$ cat src/rtl/mx_e5m2_block_sched.sv
// mx_e5m2_block_sched
// Collects one MX block of FP32 elements, keeps a 12-bit reduced copy of each
// ({sign, exp, mant[22:20]}), derives the shared E5M2 scale from the largest
// exponent, then replays the block through an external combinational
// converter and streams the 8-bit results out on a valid/ready interface.

module mx_e5m2_block_sched #(
    parameter int BLOCK_SIZE = 32,
    parameter int IDX_W      = 5,
    parameter int ELEM_BIAS  = 15
) (
    input  logic        clk,
    input  logic        rst_n,
    input  logic        in_valid,
    output logic        in_ready,
    input  logic [31:0] in_data,
    input  logic        in_last,
    output logic [11:0] conv_v_i,
    output logic [7:0]  conv_x,
    input  logic [7:0]  conv_p_i,
    output logic        out_valid,
    input  logic        out_ready,
    output logic [7:0]  out_data,
    output logic [7:0]  out_scale,
    output logic        out_first,
    output logic        out_last,
    output logic        busy,
    output logic        err_len
);

    localparam logic [IDX_W-1:0] LAST_IDX = IDX_W'(BLOCK_SIZE - 1);

    typedef enum logic [2:0] {
        S_IDLE,
        S_COLLECT,
        S_SCALE,
        S_EMIT,
        S_DRAIN
    } state_t;

    state_t            r_state;
    logic [11:0]       r_buf [BLOCK_SIZE];
    logic [IDX_W-1:0]  r_wr_idx;
    logic [IDX_W-1:0]  r_rd_idx;
    logic [7:0]        r_max_exp;
    logic              r_any_inf;
    logic [7:0]        r_scale;
    logic              r_out_valid;
    logic [7:0]        r_out_data;
    logic              r_out_first;
    logic              r_out_last;
    logic              r_err_len;

    logic              w_in_ready;
    logic              w_accept;
    logic [7:0]        w_in_exp;
    logic [11:0]       w_reduced;
    logic              w_blk_end;
    logic              w_early_last;
    logic              w_load;
    logic              w_unused;

    // Shared scale: all-ones when any element is Inf/NaN, otherwise the max
    // exponent pulled down by the E5M2 emax offset, floored at zero.
    function automatic logic [7:0] f_scale(input logic [7:0] max_exp,
                                           input logic       any_inf);
        logic [7:0] v;
        if (any_inf) begin
            v = 8'hFF;
        end else if ({1'b0, max_exp} >= 9'(ELEM_BIAS)) begin
            v = max_exp - 8'(ELEM_BIAS);
        end else begin
            v = 8'h00;
        end
        return v;
    endfunction

    // Only the top three mantissa bits survive into the reduced form.
    assign w_unused     = ^in_data[19:0];

    assign w_in_ready   = (r_state == S_IDLE) || (r_state == S_COLLECT);
    assign w_accept     = in_valid && w_in_ready;
    assign w_in_exp     = in_data[30:23];
    assign w_reduced    = {in_data[31], in_data[30:23], in_data[22:20]};
    assign w_blk_end    = (r_wr_idx == LAST_IDX);
    assign w_early_last = w_accept && in_last && !w_blk_end;
    assign w_load       = (r_state == S_EMIT) && (!r_out_valid || out_ready);

    // Element buffer: written on accept; an early in_last zero-fills every
    // slot above the closing one in the same cycle so the block can close.
    always_ff @(posedge clk) begin
        if (w_accept) begin
            r_buf[r_wr_idx] <= w_reduced;
            if (w_early_last) begin
                for (int i = 0; i < BLOCK_SIZE; i++) begin
                    if (i > int'(r_wr_idx)) begin
                        r_buf[i] <= 12'h000;
                    end
                end
            end
        end
    end

    // Block sequencer: collect, compute scale, replay through converter, drain.
    always_ff @(posedge clk or negedge rst_n) begin
        if (!rst_n) begin
            r_state     <= S_IDLE;
            r_wr_idx    <= '0;
            r_rd_idx    <= '0;
            r_max_exp   <= 8'h00;
            r_any_inf   <= 1'b0;
            r_scale     <= 8'h00;
            r_out_valid <= 1'b0;
            r_out_data  <= 8'h00;
            r_out_first <= 1'b0;
            r_out_last  <= 1'b0;
            r_err_len   <= 1'b0;
        end else begin
            case (r_state)
                S_IDLE, S_COLLECT: begin
                    if (w_accept) begin
                        r_wr_idx <= r_wr_idx + IDX_W'(1);
                        if (w_in_exp > r_max_exp) begin
                            r_max_exp <= w_in_exp;
                        end
                        if (w_in_exp == 8'hFF) begin
                            r_any_inf <= 1'b1;
                        end
                        if (w_blk_end) begin
                            // The block always closes on its final slot; a
                            // missing in_last is only flagged.
                            r_state <= S_SCALE;
                            if (!in_last) begin
                                r_err_len <= 1'b1;
                            end
                        end else if (in_last) begin
                            r_state   <= S_SCALE;
                            r_err_len <= 1'b1;
                        end else begin
                            r_state <= S_COLLECT;
                        end
                    end
                end

                S_SCALE: begin
                    r_scale  <= f_scale(r_max_exp, r_any_inf);
                    r_rd_idx <= '0;
                    r_state  <= S_EMIT;
                end

                S_EMIT: begin
                    if (w_load) begin
                        r_out_valid <= 1'b1;
                        r_out_data  <= conv_p_i;
                        r_out_first <= (r_rd_idx == '0);
                        r_out_last  <= (r_rd_idx == LAST_IDX);
                        r_rd_idx    <= r_rd_idx + IDX_W'(1);
                        if (r_rd_idx == LAST_IDX) begin
                            r_state <= S_DRAIN;
                        end
                    end
                end

                S_DRAIN: begin
                    // Hold the last result until taken, then rearm for the
                    // next block.
                    if (out_ready) begin
                        r_out_valid <= 1'b0;
                        r_max_exp   <= 8'h00;
                        r_any_inf   <= 1'b0;
                        r_wr_idx    <= '0;
                        r_state     <= S_IDLE;
                    end
                end

                default: begin
                    r_state <= S_IDLE;
                end
            endcase
        end
    end

    assign in_ready  = w_in_ready;
    assign busy      = (r_state != S_IDLE);
    assign err_len   = r_err_len;
    assign conv_v_i  = (r_state == S_EMIT) ? r_buf[r_rd_idx] : 12'h000;
    assign conv_x    = r_scale;
    assign out_valid = r_out_valid;
    assign out_data  = r_out_data;
    assign out_scale = r_scale;
    assign out_first = r_out_first;
    assign out_last  = r_out_last;

endmodule

$ cat config.mk
export PLATFORM = sky130hd
export DESIGN_NAME = mx_e5m2_block_sched
export DESIGN_NICKNAME = d
export VERILOG_FILES = /design/src/rtl/mx_e5m2_block_sched.sv
export SDC_FILE = /design/constraint.sdc
export NUM_CORES = 1
export LEC_CHECK = 0
export BUFFER_PORTS_ARGS = -buffer_cell sky130_fd_sc_hd__buf_2
export CELL_PAD_IN_SITES_DETAIL_PLACEMENT = 0
export CELL_PAD_IN_SITES_GLOBAL_PLACEMENT = 1
export CORE_MARGIN = 1
export CORE_UTILIZATION = 40
export CTS_BUF_LIST = sky130_fd_sc_hd__clkbuf_16
export DETAILED_ROUTE_END_ITERATION = 6
export PLACE_DENSITY = 0.68
export RECOVER_POWER = 25
export SYNTH_ARGS = -nofsm -noshare
export SYNTH_HDL_FRONTEND = slang
export SYNTH_SLANG_ARGS = --single-unit
$ cat constraint.sdc
create_clock -name clk -period 7.8 [get_ports clk]
set_clock_uncertainty 0.05 [all_clocks]
set_input_delay 1.56 -clock clk [delete_from_list [all_inputs] [get_ports clk]]
set_output_delay 1.56 -clock clk [all_outputs]
set_load 0.05 [all_outputs]
-- Word-level counts from Yosys, hierarchy flattened
Memories as Yosys holds them, arrays and structs flattened.
Index checks and enable logic that the tools add are counted.
- div/mod/pow operators: 0
- $add $sub $neg: 3
- shift operators: 0
- multiply operators: 0
- mux-type cells: 154
- bitwise logic cells: 0
- reductions and logical operators: 24
- magnitude comparators: 33
- eq/ne operators: 14
- operators with widths (operator ; number):
    1-bit 2-to-1 mux ; 133
    5-bit greater-than comparator (first input constant) ; 16
    4-bit by 5-bit greater-than comparator with 1-bit output (first input constant) ; 8
    8-bit 2-to-1 mux ; 5
    3-bit by 5-bit greater-than comparator with 1-bit output (first input constant) ; 4
    5-bit one-hot mux with 2 select lines ; 2
    8-bit one-hot mux with 2 select lines ; 1
    4-bit AND reduction ; 4
    5-bit 2-to-1 mux ; 3
    2-bit inequality test (second input constant) ; 7
    12-bit 2-to-1 mux ; 1
    3-bit 2-to-1 mux ; 4
    3-bit one-hot mux with 4 select lines ; 1
    5-bit by 1-bit adder with 5-bit output (second input constant) ; 2
    5-bit equality test (second input constant) ; 2
    2-bit by 5-bit greater-than comparator with 1-bit output (first input constant) ; 2
    8-bit equality test (second input constant) ; 1
    8-bit by 4-bit greater-or-equal comparator with 1-bit output (second input constant) ; 1
    8-bit greater-than comparator ; 1
    2-bit nonzero test ; 4
    8-bit by 4-bit subtractor with 8-bit output (second input constant) ; 1
    3-bit by 2-bit equality test with 1-bit output (second input constant) ; 2
    3-bit AND reduction ; 2
    1-bit by 5-bit greater-than comparator with 1-bit output (first input constant) ; 1
    other kinds (12) ; 20
- memory bits (read-only): 0
- bits of input ports: 45
- register bits after elaboration: 42
- RAM bits: 384
- output and inout bits: 42
- memories kept: 1
- bits in latches: 0
- memory list (name ; depth ; width ; rd ports ; clocked after Yosys merged registers in ; write ports ; line ; RTL):
    r_buf ; 32 ; 12 ; 1 ; 0 ; 32 ; 42 ; logic [11:0] r_buf [BLOCK_SIZE];

-- Longest topological paths before layout
Gate-level depths: netlist of run 1.
- depth in word-level cells: 8
- gate-level depth with buffers: 12

-- Least setup slack after synthesis of run 1
OpenSTA, ideal clock, no wires.
- kind: register to output
- start point: register r_rd_idx[0]
- end point: output conv_v_i[0]
- cell stages (with the launch flop): 9
- setup slack: 3.674 ns
- data required time: 6.190 ns
- path buffers: 4
- arrival time: 2.516 ns
- cell sequence: dfrtp_1 > buf_6 > buf_6 > buf_6 > buf_4 > mux2i_1 > o22ai_1 > a2111oi_1 > a211oi_1
- word-level cells in the longest chain between the ends: 2
- RTL lines (what ; line ; RTL):
    from (decl) ; 44 ; logic [IDX_W-1:0] r_rd_idx;
    from (signal assigned) ; 157 ; r_rd_idx <= r_rd_idx + IDX_W'(1);
    memory 32 x 12 bit ; -- ;
    12-bit 2-to-1 mux ; 186 ; assign conv_v_i = (r_state == S_EMIT) ? r_buf[r_rd_idx] : 12'h000;
    to (decl) ; 18 ; output logic [11:0] conv_v_i,
No other way between the ends.

==> results of run 1 <==
flip-flops by register name, indices dropped and copies added, names as in the netlist, 3 cells and up:
register and cells:
r_state 3, r_wr_idx 5, out_data 8, r_buf 384, conv_x 8, r_max_exp 8, r_rd_idx 5
cell type report:
class                      count  area, um2  area share (%)
clock inverter                34        154           0.723
inverter                      18       67.6           0.317
sequential                   426       8860            41.6
timing repair buffer         101        527            2.47
multi-input combinational   1444       9650            45.3
clock buffer                  48       1200            5.64
tap                          664        831            3.90
worst reg2reg max path, delay by kind of cell, from the launching register on:
kind,cells,cell delay [ns]
AOI/OAI and AO/OA,1,0.22
DFF,1,0.52
and+or+nand+nor,4,4.53
cell usage after synthesis (all sizes together), types with 13 or more instances:
library cell  number
dfxtp            372
a2111oi           13
o21ai             62
dfrtp             42
nand2            372
inv               17
a21oi            267
buf              158
mux4              73
ha                19
mux2i            200
nand3            110
clkbuf            51
a211oi            13
nor2             176
power groups by stage:
stage               Combinational [mW]  Clock (mW)  Sequential [mW]
floorplan                         1.45           0             2.68
global placement                  1.91           0             2.70
detailed placement                1.93           0             2.71
CTS                               1.94        2.06             2.66
global route                      2.04        2.15             2.70
finish                            1.92        2.02             2.66
routing by layer:
| layer | global-route usage [%] | vias to the layer above | routed length (um) |
|---|---|---|---|
| met4 | 8.25 | 0 | 1820 |
| met3 | 3.75 | 101 | 3870 |
| met1 | 33.9 | 7607 | 27200 |
| met2 | 39.1 | 529 | 28600 |
| met5 | 0 | - | 0 |
| li1 | - | 7218 | - |
through the flow:
step | cells | cell area, um2 | power (mW)
finish | 2735 | 21300 | 6.60
global route | 2735 | 21300 | 6.89
global placement | 2653 | 20000 | 4.61
floorplan | 2099 | 19800 | 4.14
detailed placement | 2653 | 20000 | 4.64
CTS | 2735 | 21400 | 6.66
final timing paths:
kind / slack, ns / start / end / cells past startpoint
max in group asynchronous: 4.50 / rst_n / r_rd_idx[0]$_DFFE_PN0P_ / 1
setup reg to reg: 2.42 / r_state[1]$_DFFE_PN0P_ / r_buf[3][5]$_SDFFE_PP0P_ / 5
min in group asynchronous: 1.61 / rst_n / r_max_exp[1]$_DFFE_PN0P_ / 1
hold reg to reg: 0.40 / r_buf[4][9]$_SDFFE_PP0P_ / r_buf[4][9]$_SDFFE_PP0P_ / 2
setup / recovery: 1.78 / in_valid / r_buf[3][5]$_SDFFE_PP0P_ / 6
hold / removal: 0.40 / r_buf[4][9]$_SDFFE_PP0P_ / r_buf[4][9]$_SDFFE_PP0P_ / 2
cell families (layout without fill, tap and decap cells):
family | after synthesis | after routing
buffers and inverters | 229 | 201
multiplexers | 282 | 282
flip-flops | 426 | 426
adder cells (fa/ha/maj) | 19 | 19
AND/OR/NAND/NOR | 715 | 715
XOR/XNOR | 7 | 7
AO/OA/AOI/OAI | 421 | 421
cells in the final DEF, fill, tap and decap left out, types with 7 or more instances in the layout:
cell                        count
sky130_fd_sc_hd__buf_2         22
sky130_fd_sc_hd__a21oi_1      260
sky130_fd_sc_hd__clkinv_2       7
sky130_fd_sc_hd__edfxtp_1      12
sky130_fd_sc_hd__a211oi_1      12
sky130_fd_sc_hd__nand2_1      371
sky130_fd_sc_hd__mux2i_1      200
sky130_fd_sc_hd__o22ai_1       12
sky130_fd_sc_hd__mux4_4        10
sky130_fd_sc_hd__dfrtp_1       40
sky130_fd_sc_hd__a22oi_1       12
sky130_fd_sc_hd__nor3_4         8
sky130_fd_sc_hd__a22o_1        12
sky130_fd_sc_hd__a2111oi_1      8
sky130_fd_sc_hd__buf_4         32
sky130_fd_sc_hd__nand3_1      109
sky130_fd_sc_hd__mux4_2        54
sky130_fd_sc_hd__o221ai_1      11
sky130_fd_sc_hd__inv_1         31
sky130_fd_sc_hd__dfxtp_1      372
sky130_fd_sc_hd__mux2_2         9
sky130_fd_sc_hd__clkbuf_16     48
sky130_fd_sc_hd__nor2_2         7
sky130_fd_sc_hd__ha_1          19
sky130_fd_sc_hd__nor2_1       169
sky130_fd_sc_hd__or3_1          7
sky130_fd_sc_hd__clkbuf_1      47
sky130_fd_sc_hd__mux4_1         9
sky130_fd_sc_hd__clkinv_1      12
sky130_fd_sc_hd__o21ai_0       62
sky130_fd_sc_hd__a21oi_2        7
==> flow_summary_export.csv, run 1 <==
group,metric,value,unit
outcome,status,"finished, violations left",
outcome,failed_checks,"max-capacitance violations, max-slew violations",
clock_network,post_cts_buffers,0,
grt,grt_first_pass_wirelength,93600,um
timing,finalCritPeriodShare,77.1,%
clock_network,h_tree_depth,2,
cells_and_area,fin_nets,2102,
yosys,synth_top_family_by_area,"multiplexers",
hold_path,hp-class,"register to register",
cells_and_area,post_route_cells_drive_above_1_share,10.7,%
clock_network,worst_skew_pair.late_latency,0.58,ns
power,combinational_share_of_power,29.1,%
power,clkPwrFrac,30.6,%
timing,report.final.setup_viol,0,
route,via_count,15455,
timing,clock.fmax,0.166,GHz
yosys,synth-adder-area-share,1.20,%
timing,hold_slack,0.400,ns
setup_path,timing.setup.critical_path_class,"input pin to register",
setup_path,critical_path.top_delay_family,"simple AND/OR/NAND/NOR gates",
floorplan,start_util,40.6,%
power,power_frac_seq,40.4,%
yosys,asyncSetResetFlopFracSynth,9.86,%
job,drv.max_cap_violation_count,14,
placement,place.gp.congestion,0.833,
floorplan,core,0.0488,mm2
clock_network,clk_transition_reported_paths,0.05,ns
setup_path,critical-path-max-stage-delay,1.86,ns
yosys,synth_area_leader_cell,"sky130_fd_sc_hd__dfxtp_1",
grt,first_global_vias,14997,
power,power_switching_share,37.4,%
setup_path,crit_path_end_kind,"register",
grt,antenna_found_initial,0,
clock_network,cts-hold-fix-buffers,0,
timing,final-hold-violation-count,0,
timing,worst_slew_pin_slew,2.60,ns
setup_path,cell_type_of_the_slowest_stage_on_the_worst_timing_path,"sky130_fd_sc_hd__nor3b_1",
yosys,syn_area_per_cell,9.44,um2
yosys,yosys.area_share.xor_xnor,0.309,%
clock_network,root_buffer,"sky130_fd_sc_hd__clkbuf_16",
route,detailedRoute.firstIterationViolations,1305,
setup_path,critical_path.cell_chain,"clkbuf_1 > nor3b_1 > nand2_1 > nor2_1 > nand2_1 > a21oi_1",
timing,slew_headroom,-73.5,%
yosys,synth_cell_types,69,
floorplan,die_width,225,um
setup_path,critical-path-top-cell-by-count,"sky130_fd_sc_hd__nand2_1",
route,viasPerCell,5.65,
yosys,synth_sequential_area_ratio,44.7,%
route,antenna_violating_nets_post_route,0,
yosys,synth_simple_gate_area_share,15.8,%
grt,maximum_number_of_pins_on_one_net_before_global_route_repair,54,
power,power.ir.vdd_worst,0.224,mV
cells_and_area,post-route-util,43.6,%
placement,placement.setup.worst_slack,2.56,ns
yosys,flip_flop_and_latch_count_after_synthesis,426,
yosys,synthTopCellsByArea,"sky130_fd_sc_hd__dfxtp_1 (38%), sky130_fd_sc_hd__mux2i_1 (10%), sky130_fd_sc_hd__nand2_1 (7.0%)",
route,route.detailed.drc,0,
timing,fin_ws,1.78,ns
route,dr.pass1.iters,6,
clock_network,cts_max_path_buffers,3,
yosys,synth-edff-count,12,
timing,layout_min_cycle_time,6.02,ns
floorplan,die_height,225,um
yosys,synth.cell_area,0.0198,mm2
yosys,post_synthesis_compound_gate_area_fraction,12.2,%
power,internal_power,4.14,mW
power,p_switching,2.47,mW
setup_path,crit_required,8.27,ns
floorplan,floorplan.rows,81,
clock_network,cts_resized,0,
clock_network,cts_tree,"built",
setup_path,critical_path_buffers_and_inverters,1,
yosys,synth_largest_type_area_fraction,37.6,%
setup_path,crit_arrival,6.48,ns
yosys,postSynthNetCount,2163,
placement,hpwl,37500,um
yosys,post_synth_mux_area_share,19.2,%
yosys,cell_count_after_synthesis,2099,
grt,grt.overflow.total,0,
clock_network,clock_sink_count,426,
setup_path,worstPathMaxFanout,19,
cells_and_area,num_antenna_cells,0,
grt,global_route.usage.total,24.5,%
timing,timing_max_transition_violations_final,477,
route,detail_route.wirelength,61600,um
cells_and_area,nFillCells,4883,
timing,setup_repair_after_global_routing_missed_its_margin,"false",
cells_and_area,area_delta_synth_final,7.50,%
power,pwr_cell_area,310,mW/mm2
floorplan,top_level_ports,87,
timing,setup-tns-final,0,ns
placement,numPortBuffers,66,
setup_path,timing.critical_path.from_type,"input pin",
clock_network,numCtsBuffers,47,
power,leakage,8.06,nW
route,post_drt_wl_per_cell,22.5,um
yosys,yosys_warnings,0,
yosys,postSynth.topFlopCell,"sky130_fd_sc_hd__dfxtp_1",
floorplan,area_of_the_die,0.0504,mm2
(Power assumes the default switching activity.)
==> run 2, diff against run 1 <==
- ABC_AREA: default -> 1
- PLACE_DENSITY: 0.68 -> 0.72
- clock period: 7.8 -> 6.3 ns (I/O delays scaled with it)
==> flow_summary_export.csv, run 2 <==
group,metric,value,unit
grt,grt_first_pass_wirelength,108000,um
clock_network,clock_sink_count,426,
timing,worst_slew_pin_slew,2.50,ns
yosys,postSynthNetCount,2949,
yosys,synth_sequential_area_ratio,44.3,%
yosys,postSynth.topFlopCell,"sky130_fd_sc_hd__dfxtp_1",
cells_and_area,final_non_filler_cell_total,3507,
yosys,synth.cell_area,0.0200,mm2
clock_network,cts_max_path_buffers,3,
cells_and_area,post_route_cells_drive_above_1_share,5.31,%
timing,finalCritPeriodShare,83.7,%
cells_and_area,most_flop_heavy_register,"r_buf",
timing,report.final.setup_viol,0,
timing,final-hold-violation-count,0,
grt,maximum_number_of_pins_on_one_net_before_global_route_repair,164,
cells_and_area,post-route-util,44.4,%
setup_path,crit_required,4.99,ns
grt,globalRouteMet1Util,37.2,%
route,viasPerCell,5.46,
placement,post-place-cells,3419,
timing,timing_max_transition_violations_final,266,
power,power_frac_seq,38.9,%
clock_network,post_cts_buffers,0,
grt,global_route.usage.total,28.2,%
floorplan,top_level_ports,87,
yosys,top_cells_by_instance_count_after_synthesis,"sky130_fd_sc_hd__nand2_1 (638), sky130_fd_sc_hd__o21ai_0 (421), sky130_fd_sc_hd__nor2_1 (389)",
yosys,synth_most_common_cell,"sky130_fd_sc_hd__nand2_1",
cells_and_area,nFillCells,5157,
power,pwr_cell_area,460,mW/mm2
clock_network,h_tree_depth,2,
cells_and_area,area_delta_synth_final,9.27,%
floorplan,die_height,225,um
power,combinational_share_of_power,33.3,%
grt,met3_track_usage_gr,3.44,%
power,power.ir.vdd_worst,0.248,mV
power,p_switching,3.97,mW
power,power_switching_share,39.5,%
power,clkPwrFrac,27.8,%
clock_network,cts-hold-fix-buffers,0,
hold_path,hp-class,"register to register",
timing,clock.fmax,0.190,GHz
yosys,cell_count_after_synthesis,2885,
yosys,synth-edff-count,12,
outcome,status,"finished, violations left",
timing,slew_headroom,-66.8,%
yosys,synthTopCellsByArea,"sky130_fd_sc_hd__dfxtp_1 (37%), sky130_fd_sc_hd__nand2_1 (12%), sky130_fd_sc_hd__o21ai_0 (11%)",
cells_and_area,max_reg_flops,384,
job,drv.max_cap_violation_count,12,
route,antenna_violating_nets_post_route,0,
clock_network,root_buffer,"sky130_fd_sc_hd__clkbuf_16",
grt,grt.overflow.total,0,
yosys,synth_area_leader_cell,"sky130_fd_sc_hd__dfxtp_1",
grt,grt_most_used_layer,"met2",
grt,global_route.usage.met2,46.0,%
cells_and_area,layout.cells.most_common_list,"sky130_fd_sc_hd__nand2_1 (641), sky130_fd_sc_hd__o21ai_0 (421), sky130_fd_sc_hd__nor2_1 (391), sky130_fd_sc_hd__dfxtp_1 (372), sky130_fd_sc_hd__a21oi_1 (326)",
floorplan,start_util,40.6,%
timing,fin_ws,1.03,ns
timing,hold_slack,0.399,ns
timing,setup_repair_after_global_routing_missed_its_margin,"false",
placement,numPortBuffers,66,
setup_path,timing.critical_path.from_type,"register",
floorplan,die_width,225,um
route,dr.pass1.iters,6,
clock_network,cts_resized,0,
grt,first_global_vias,17721,
power,leakage,9.11,nW
clock_network,clk_transition_reported_paths,0.06,ns
timing,layout_min_cycle_time,5.27,ns
grt,antenna_found_initial,0,
yosys,syn_area_per_cell,6.93,um2
yosys,flip_flop_and_latch_count_after_synthesis,426,
setup_path,crit_arrival,3.96,ns
route,route.detailed.drc,0,
floorplan,floorplan.rows,81,
route,detailedRoute.firstIterationViolations,1708,
clock_network,worst_skew_pair.late_latency,0.60,ns
yosys,asyncSetResetFlopFracSynth,9.86,%
floorplan,core,0.0492,mm2
placement,hpwl,44000,um
floorplan,area_of_the_die,0.0508,mm2
timing,setup-tns-final,0,ns
setup_path,timing.setup.critical_path_class,"register to output port",
setup_path,crit_path_end_kind,"output port",
clock_network,numCtsBuffers,49,
clock_network,cts_tree,"built",
route,detail_route.wirelength,71500,um
outcome,failed_checks,"max-capacitance violations, max-slew violations",
cells_and_area,fin_nets,2870,
cells_and_area,final_common_cell,"sky130_fd_sc_hd__nand2_1",
cells_and_area,num_antenna_cells,0,
setup_path,worstPathMaxFanout,79,
yosys,yosys_warnings,0,
placement,placement.setup.worst_slack,1.80,ns
yosys,synth_cell_types,50,
power,internal_power,6.08,mW
placement,place.gp.congestion,0.935,
yosys,synth_largest_type_area_fraction,37.3,%
route,via_count,19135,
route,post_drt_wl_per_cell,20.4,um
[run 2: changes by cell type after synthesis, sizes merged, moves of 25 or more]
cell,delta
clkbuf,+88
nor2,+227
o21ai,+368
mux4,-73
inv,+185
mux2i,-200
buf,-74
o211ai,+25
a21oi,+62
nand2,+272
[run 2: final cells by class]
class | instances | area (um2) | area share (%)
inverter | 203 | 771 | 3.53
clock buffer | 51 | 1280 | 5.85
tap | 664 | 831 | 3.81
clock inverter | 37 | 267 | 1.22
multi-input combinational | 2033 | 9330 | 42.7
timing repair buffer | 93 | 493 | 2.26
sequential | 426 | 8860 | 40.6
[run 2: worst paths after layout]
kind / startpoint / endpoint / slack (ns) / depth (start not counted)
max: r_rd_idx[0]$_DFFE_PN0P_ / conv_v_i[6] / 1.03 / 9
min: r_buf[29][6]$_SDFFE_PP0P_ / r_buf[29][6]$_SDFFE_PP0P_ / 0.40 / 2
max reg2reg: r_wr_idx[0]$_DFFE_PN0P_ / r_buf[8][7]$_SDFFE_PP0P_ / 1.33 / 9
min reg2reg: r_buf[29][6]$_SDFFE_PP0P_ / r_buf[29][6]$_SDFFE_PP0P_ / 0.40 / 2
max in group asynchronous: rst_n / r_rd_idx[0]$_DFFE_PN0P_ / 3.06 / 1
min in group asynchronous: rst_n / conv_x[7]$_DFFE_PN0P_ / 1.38 / 1
[run 2: critical path, stage by stage, from the launching register on]
cell                      delay (ns)
sky130_fd_sc_hd__dfrtp_4        0.74
sky130_fd_sc_hd__inv_4          0.76
sky130_fd_sc_hd__buf_4          0.49
sky130_fd_sc_hd__o21ai_0        0.22
sky130_fd_sc_hd__nand3_1        0.14
sky130_fd_sc_hd__nand3_1        0.08
sky130_fd_sc_hd__nand2_1        0.14
sky130_fd_sc_hd__nand2_1        0.08
sky130_fd_sc_hd__nor2_1         0.26
sky130_fd_sc_hd__buf_2          0.32
[run 2: power by group through the flow]
stage	sequential, mW	clock, mW	combinational [mW]
after floorplan	3.89	0	2.42
after global placement	3.93	0	3.30
after detailed placement	3.95	0	3.35
after CTS	3.90	2.84	3.37
after global routing	3.99	2.95	3.76
final	3.91	2.80	3.35
[run 2: routing by layer]
metal | up-vias | wire [um] | share of wire, %
li1 | 9223 | - | -
met1 | 9087 | 31000 | 43
met2 | 664 | 32700 | 46
met3 | 161 | 4380 | 6.1
met4 | 0 | 3370 | 4.7
met5 | - | 0 | 0
[run 2: kinds of logic after synthesis]
group / after synthesis / share of synthesized area, %
buf+inv: 426 / 8.75
fa+ha+maj: 19 / 1.19
simple gates: 1190 / 24.2
flops: 426 / 44.3
compound gates: 823 / 21.5
xor+xnor: 1 / 0.0438
[run 2: through the flow]
step           total power [mW]  area, um2
5_1_grt                    10.7      21800
2_1_floorplan              6.31      20000
3_5_place_dp               7.30      20400
3_3_place_gp               7.22      20400
4_1_cts                    10.1      21900
6_report                   10.1      21800
